==> src/rtl/bcd_count_display_pkg.sv <==
// Shared definitions for the BCD counter / 7-segment display slice.
// Segment patterns are active-low and ordered {g,f,e,d,c,b,a}.
package bcd_count_display_pkg;

  localparam logic [3:0] BCD_MAX = 4'd9;
  localparam logic [3:0] BCD_MIN = 4'd0;

  localparam logic [6:0] SEG_0     = 7'b1000000;
  localparam logic [6:0] SEG_1     = 7'b1111001;
  localparam logic [6:0] SEG_2     = 7'b0100100;
  localparam logic [6:0] SEG_3     = 7'b0110000;
  localparam logic [6:0] SEG_4     = 7'b0011001;
  localparam logic [6:0] SEG_5     = 7'b0010010;
  localparam logic [6:0] SEG_6     = 7'b0000010;
  localparam logic [6:0] SEG_7     = 7'b1111000;
  localparam logic [6:0] SEG_8     = 7'b0000000;
  localparam logic [6:0] SEG_9     = 7'b0010000;
  localparam logic [6:0] SEG_BLANK = 7'b1111111;

  // Codes 10..15 never occur in a BCD digit; they show as blank.
  function automatic logic [6:0] seg7_decode(input logic [3:0] d);
    logic [6:0] s;
    case (d)
      4'd0:    s = SEG_0;
      4'd1:    s = SEG_1;
      4'd2:    s = SEG_2;
      4'd3:    s = SEG_3;
      4'd4:    s = SEG_4;
      4'd5:    s = SEG_5;
      4'd6:    s = SEG_6;
      4'd7:    s = SEG_7;
      4'd8:    s = SEG_8;
      4'd9:    s = SEG_9;
      default: s = SEG_BLANK;
    endcase
    return s;
  endfunction

endpackage

==> src/rtl/bcd_digit.sv <==
// One decade of the up/down BCD counter; tc flags the digit value at which
// the next enabled count would roll over in the current direction.
module bcd_digit
  import bcd_count_display_pkg::*;
(
  input  logic       clk,
  input  logic       rst_n,
  input  logic       en,
  input  logic       up,
  input  logic       clr,
  output logic [3:0] q,
  output logic       tc
);

  assign tc = up ? (q == BCD_MAX) : (q == BCD_MIN);

  always_ff @(posedge clk or negedge rst_n) begin
    if (!rst_n) begin
      q <= BCD_MIN;
    end else if (clr) begin
      q <= BCD_MIN;
    end else if (en) begin
      if (up) begin
        q <= (q == BCD_MAX) ? BCD_MIN : q + 4'd1;
      end else begin
        q <= (q == BCD_MIN) ? BCD_MAX : q - 4'd1;
      end
    end
  end

endmodule

==> src/rtl/bcd_count_display.sv <==
// DIGITS-wide BCD up/down counter driven by a clock-enable strobe, shown on a
// multiplexed common-anode 7-segment display with leading-zero blanking.
module bcd_count_display
  import bcd_count_display_pkg::*;
#(
  parameter int DIGITS   = 4,
  parameter int SCAN_DIV = 10000,
  parameter int BLANK_LZ = 1
) (
  input  logic                  CLK,
  input  logic                  RST_N,
  input  logic                  CE,
  input  logic                  UP,
  input  logic                  CLR,
  output logic [4*DIGITS-1:0]   COUNT,
  output logic                  CARRY,
  output logic [DIGITS-1:0]     AN,
  output logic [6:0]            SEG,
  output logic                  DP
);

  localparam int DIV_W = (SCAN_DIV > 1) ? $clog2(SCAN_DIV) : 1;
  localparam int IDX_W = (DIGITS > 1) ? $clog2(DIGITS) : 1;

  // CE is a single-cycle strobe with no ready/backpressure: every rising
  // edge that samples CE=1 (and CLR=0) advances the count by exactly one.
  logic [DIGITS-1:0] dig_en;
  logic [DIGITS-1:0] dig_tc;
  logic [DIGITS-1:0] lz;

  always_comb begin
    logic chain;
    chain = CE;
    dig_en = '0;
    for (int i = 0; i < DIGITS; i++) begin
      dig_en[i] = chain;
      chain = chain & dig_tc[i];
    end
  end

  for (genvar g = 0; g < DIGITS; g++) begin : g_digit
    bcd_digit u_digit (
      .clk   (CLK),
      .rst_n (RST_N),
      .en    (dig_en[g]),
      .up    (UP),
      .clr   (CLR),
      .q     (COUNT[4*g +: 4]),
      .tc    (dig_tc[g])
    );
  end

  always_ff @(posedge CLK or negedge RST_N) begin
    if (!RST_N) begin
      CARRY <= 1'b0;
    end else begin
      CARRY <= !CLR && CE && (&dig_tc);
    end
  end

  // lz[i] is set when digit i and every digit above it are zero.
  always_comb begin
    logic all_zero;
    all_zero = 1'b1;
    lz = '0;
    for (int i = DIGITS - 1; i >= 0; i--) begin
      all_zero = all_zero && (COUNT[4*i +: 4] == BCD_MIN);
      lz[i] = all_zero;
    end
  end

  logic [DIV_W-1:0] scan_cnt;
  logic [IDX_W-1:0] scan_idx;

  always_ff @(posedge CLK or negedge RST_N) begin
    if (!RST_N) begin
      scan_cnt <= '0;
      scan_idx <= '0;
    end else if (scan_cnt == DIV_W'(SCAN_DIV - 1)) begin
      scan_cnt <= '0;
      scan_idx <= (scan_idx == IDX_W'(DIGITS - 1)) ? '0 : scan_idx + 1'b1;
    end else begin
      scan_cnt <= scan_cnt + 1'b1;
    end
  end

  logic [3:0]        cur_digit;
  logic              cur_blank;
  logic [DIGITS-1:0] an_next;
  logic [6:0]        seg_next;

  always_comb begin
    cur_digit = '0;
    cur_blank = 1'b0;
    an_next   = '1;
    for (int i = 0; i < DIGITS; i++) begin
      if (scan_idx == IDX_W'(i)) begin
        cur_digit  = COUNT[4*i +: 4];
        cur_blank  = (BLANK_LZ != 0) && (i != 0) && lz[i];
        an_next[i] = 1'b0;
      end
    end
    seg_next = cur_blank ? SEG_BLANK : seg7_decode(cur_digit);
  end

  // AN and SEG share one register stage so the digit select and its pattern
  // always change on the same edge.
  always_ff @(posedge CLK or negedge RST_N) begin
    if (!RST_N) begin
      AN  <= '1;
      SEG <= SEG_BLANK;
      DP  <= 1'b1;
    end else begin
      AN  <= an_next;
      SEG <= seg_next;
      DP  <= 1'b1;
    end
  end

endmodule

==> config.mk <==
export PLATFORM = sky130hd
export DESIGN_NAME = bcd_count_display
export DESIGN_NICKNAME = d
export VERILOG_FILES = /design/src/rtl/bcd_count_display_pkg.sv /design/src/rtl/bcd_digit.sv /design/src/rtl/bcd_count_display.sv
export SDC_FILE = /design/constraint.sdc
export NUM_CORES = 1
export LEC_CHECK = 0
export BUFFER_PORTS_ARGS = -buffer_cell sky130_fd_sc_hd__buf_2
export CAP_MARGIN = 20
export CORE_MARGIN = 5
export CORE_UTILIZATION = 63
export DETAILED_ROUTE_END_ITERATION = 6
export PLACE_DENSITY = 0.87
export SLEW_MARGIN = 20
export SYNTH_ARGS = -nofsm -noshare
export SYNTH_HDL_FRONTEND = slang
export SYNTH_HIERARCHICAL = 1
export SYNTH_SLANG_ARGS = --single-unit
==> constraint.sdc <==
create_clock -name CLK -period 7.2 [get_ports CLK]
set_clock_uncertainty 0.05 [all_clocks]
set_input_delay 0.36 -clock CLK [delete_from_list [all_inputs] [get_ports CLK]]
set_output_delay 0.36 -clock CLK [all_outputs]
set_load 0.05 [all_outputs]
==> results_dict.tcl <==
set metrics [dict create \
    status "complete, no violations" \
    die_x_um 79.2 \
    first_global_vias 2338 \
    met1_length_um 2810 \
    dp_hpwl_um 4420 \
    yosys_warnings 6 \
    slowest_stage "dfrtp_1" \
    n_antenna_cell 0 \
    root_buffer "clkbuf_8" \
    regToRegEndpoint "g_digit[3].u_digit/q[0]" \
    timing.final.crit_period_ns 2.68 \
    crit_start "g_digit[1].u_digit/q[0]" \
    relSlewSlack 0.380 \
    track_usage 0.210 \
    routed.top_layer "met4" \
    r2r_start "g_digit[1].u_digit/q[0]" \
    cpMostUsedCell "inv_1" \
    drive_gt1_frac 0.201 \
    grt_overflow 0 \
    cpPeakStageDelay_ns 0.50 \
    worst-setup-path-type "register to register" \
    fp.dieH_um 79.2 \
    cts_tree "done" \
    routed_wl_um 6100 \
    cellPowerDensity_nw_per_um2 191 \
    worst_slack_ns 4.52 \
    cts_made_buffers 5 \
    ys_types 52 \
    power.leakage_nw 1.45 \
    drtIter0Drc 200 \
    dp_slack_ns 4.57 \
    crit_path_end_kind "register" \
    place.gp.congestion 0.881 \
    path_clk_slew_ns 0.09 \
    grt_max_degree 45 \
    reg2reg_slack_ns 4.52 \
    num_rows 25 \
    cts_sinks 44 \
    cp_max_fo 11 \
    hold_path.class "input port to asynchronous set/reset pin" \
    reg2reg_depth 10 \
    drc 0 \
    timing.setup.tns_ns 0 \
    routed_via_density 6.09 \
    final_cells 407 \
    hold_buffers 0 \
    cp.required_ns 7.37 \
    dr.pass1.iters 5 \
    cts_setup_buffers 0 \
    htree_levels 2 \
    synth_top_flop_cell "dfrtp_1" \
    netlist_instances 325 \
    ctsResizeCount 0 \
    port_buffers 32 \
    endpoint "g_digit[3].u_digit/q[0]" \
    syn_avg_cell_area_sq_um 9.29 \
    period_share 0.373 \
    ant_nets 0 \
    num_io_pins 34 \
    nFillCells 375 \
    hold_viol_final 0 \
    setup_viol 0 \
    async_reset_ff_frac 1.00 \
    fp.coreArea_sq_um 4690 \
    critical_path_arrival_ns 2.85 \
    dieArea_sq_um 6280 \
    wire_per_inst_um 15.0 \
    synth_edf_count 0 \
    wl_met2_um 2880 \
    num_vias 2477 \
    peakVddDrop_v 0.000104 \
    tightestPinTransition_ns 0.930 \
    rsz0062_at_grt "false" \
    insertion_delay_ns 0.30 \
    grt_pass1_wl_um 10700 \
    synth_seq_cells 44 \
    startpoint_type "register" \
    fmax_ghz 0.372 \
    path_cells "inv_1 > ha_1 > or3b_4 > a21oi_2 > and3_1 > and2_1 > inv_1 > nor2_1 > o21ai_0 > a31oi_1" \
    wl_met3_um 332 \
    seq_area_frac_synth 0.369 \
    drv_slew 0 \
    cap_violations 0 \
    area_growth_pct 7.05 \
    dpl.cell_count 399 \
    syn_nets 352 \
    antenna_found_initial 0 \
    synth.cell_area_sq_um 3020 \
    fin_nets 379 \
    clk_path_buf_depth 2 \
    start_util 0.643 \
]
-- logic make-up (layout without fill, tap and decap cells) --
logic type,count (synthesis),count (layout),synth area share
buf+inv,38,66,0.0663
mux,6,6,0.0220
simple gates,126,126,0.237
xor+xnor,11,11,0.0319
other cells,1,1,0.00124
flops,44,44,0.369
fa+ha+maj,22,22,0.0912
compound gates,77,77,0.181
-- cell usage in the layout, fill, tap and decap left out, drive strengths merged, types with 7 or more instances in the layout --
cell type	n
o21ai	9
nand2	28
ha	22
nor3b	8
xor2	9
nor4	8
a211oi	7
a21oi	24
dfrtp	33
inv	26
buf	32
dfstp	11
or3	8
nand3	8
o21bai	8
nor2	30
-- state kept, by name, summed over array words and instances (netlist names) --
register	cells
scan_cnt	14
CARRY	1
AN	4
scan_idx	2
g_digit.u_digit/q	16
SEG	7
-- how the worst min path moves through the flow --
stage / to / slack, ns / cells past startpoint
after floorplan: CARRY / 0.01 / 0
after global placement: scan_cnt[0] / 0.42 / 1
after detailed placement: scan_cnt[7] / 0.43 / 1
after CTS: scan_cnt[1] / 0.18 / 1
after global routing: scan_cnt[12] / 0.24 / 1
final: scan_cnt[12] / 0.14 / 1
-- worst max-delay path, delay by kind of cell (launching register included) --
kind	cells	cell delay (ns)
buffers and inverters	2	0.30
and+or+nand+nor	4	1.09
AOI/OAI and AO/OA	3	0.44
adders and majority gates	1	0.23
DFF	1	0.50
-- report_power, final --
group,switching (mW),total [mW],internal (mW)
combinational,0.120,0.177,0.0570
sequential,0.0214,0.287,0.266
clock,0.0856,0.153,0.0677
-- metrics by stage --
stage	util	cell area [sq um]	power, mW	hold slack (ns)
3_5_place_dp	0.670	3140	0.468	0.427
5_1_grt	0.689	3230	0.651	0.238
6_report	0.689	3230	0.617	0.141
2_1_floorplan	-	3020	0.429	0.0144
4_1_cts	0.689	3230	0.619	0.182
3_3_place_gp	0.670	3140	0.463	0.416
-- routing by layer --
| metal | vias up | global-route usage |
|---|---|---|
| met4 | 0 | 0.0876 |
| met1 | 1171 | 0.290 |
| met2 | 84 | 0.331 |
| met3 | 6 | 0.0295 |
| met5 | - | 0 |
| li1 | 1216 | - |
-- Yosys cell counts, types with 5 or more instances --
master | number | share of area
dfrtp_1 | 33 | 0.27
nor2_1 | 30 | 0.037
nand2_1 | 28 | 0.035
ha_1 | 22 | 0.091
inv_1 | 22 | 0.027
a21oi_1 | 20 | 0.033
dfstp_2 | 11 | 0.096
o21ai_0 | 9 | 0.015
xor2_1 | 9 | 0.026
nand3_1 | 8 | 0.013
nor3b_1 | 8 | 0.020
o21bai_1 | 8 | 0.020
or3_1 | 8 | 0.017
a211oi_1 | 5 | 0.012
buf_4 | 5 | 0.012
buf_6 | 5 | 0.019
nand4_1 | 5 | 0.010
nor4_2 | 5 | 0.021
-- layout make-up --
type / count / area (sq um) / area share
Sequential cell: 44 / 1110 / 0.345
Clock inverter: 3 / 18.8 / 0.00581
Multi-Input combinational cell: 243 / 1700 / 0.527
Timing Repair Buffer: 32 / 160 / 0.0496
Clock buffer: 5 / 68.8 / 0.0213
Inverter: 26 / 97.6 / 0.0302
Tap cell: 54 / 67.6 / 0.0209
Note: power is estimated with default switching activity, not from simulation.
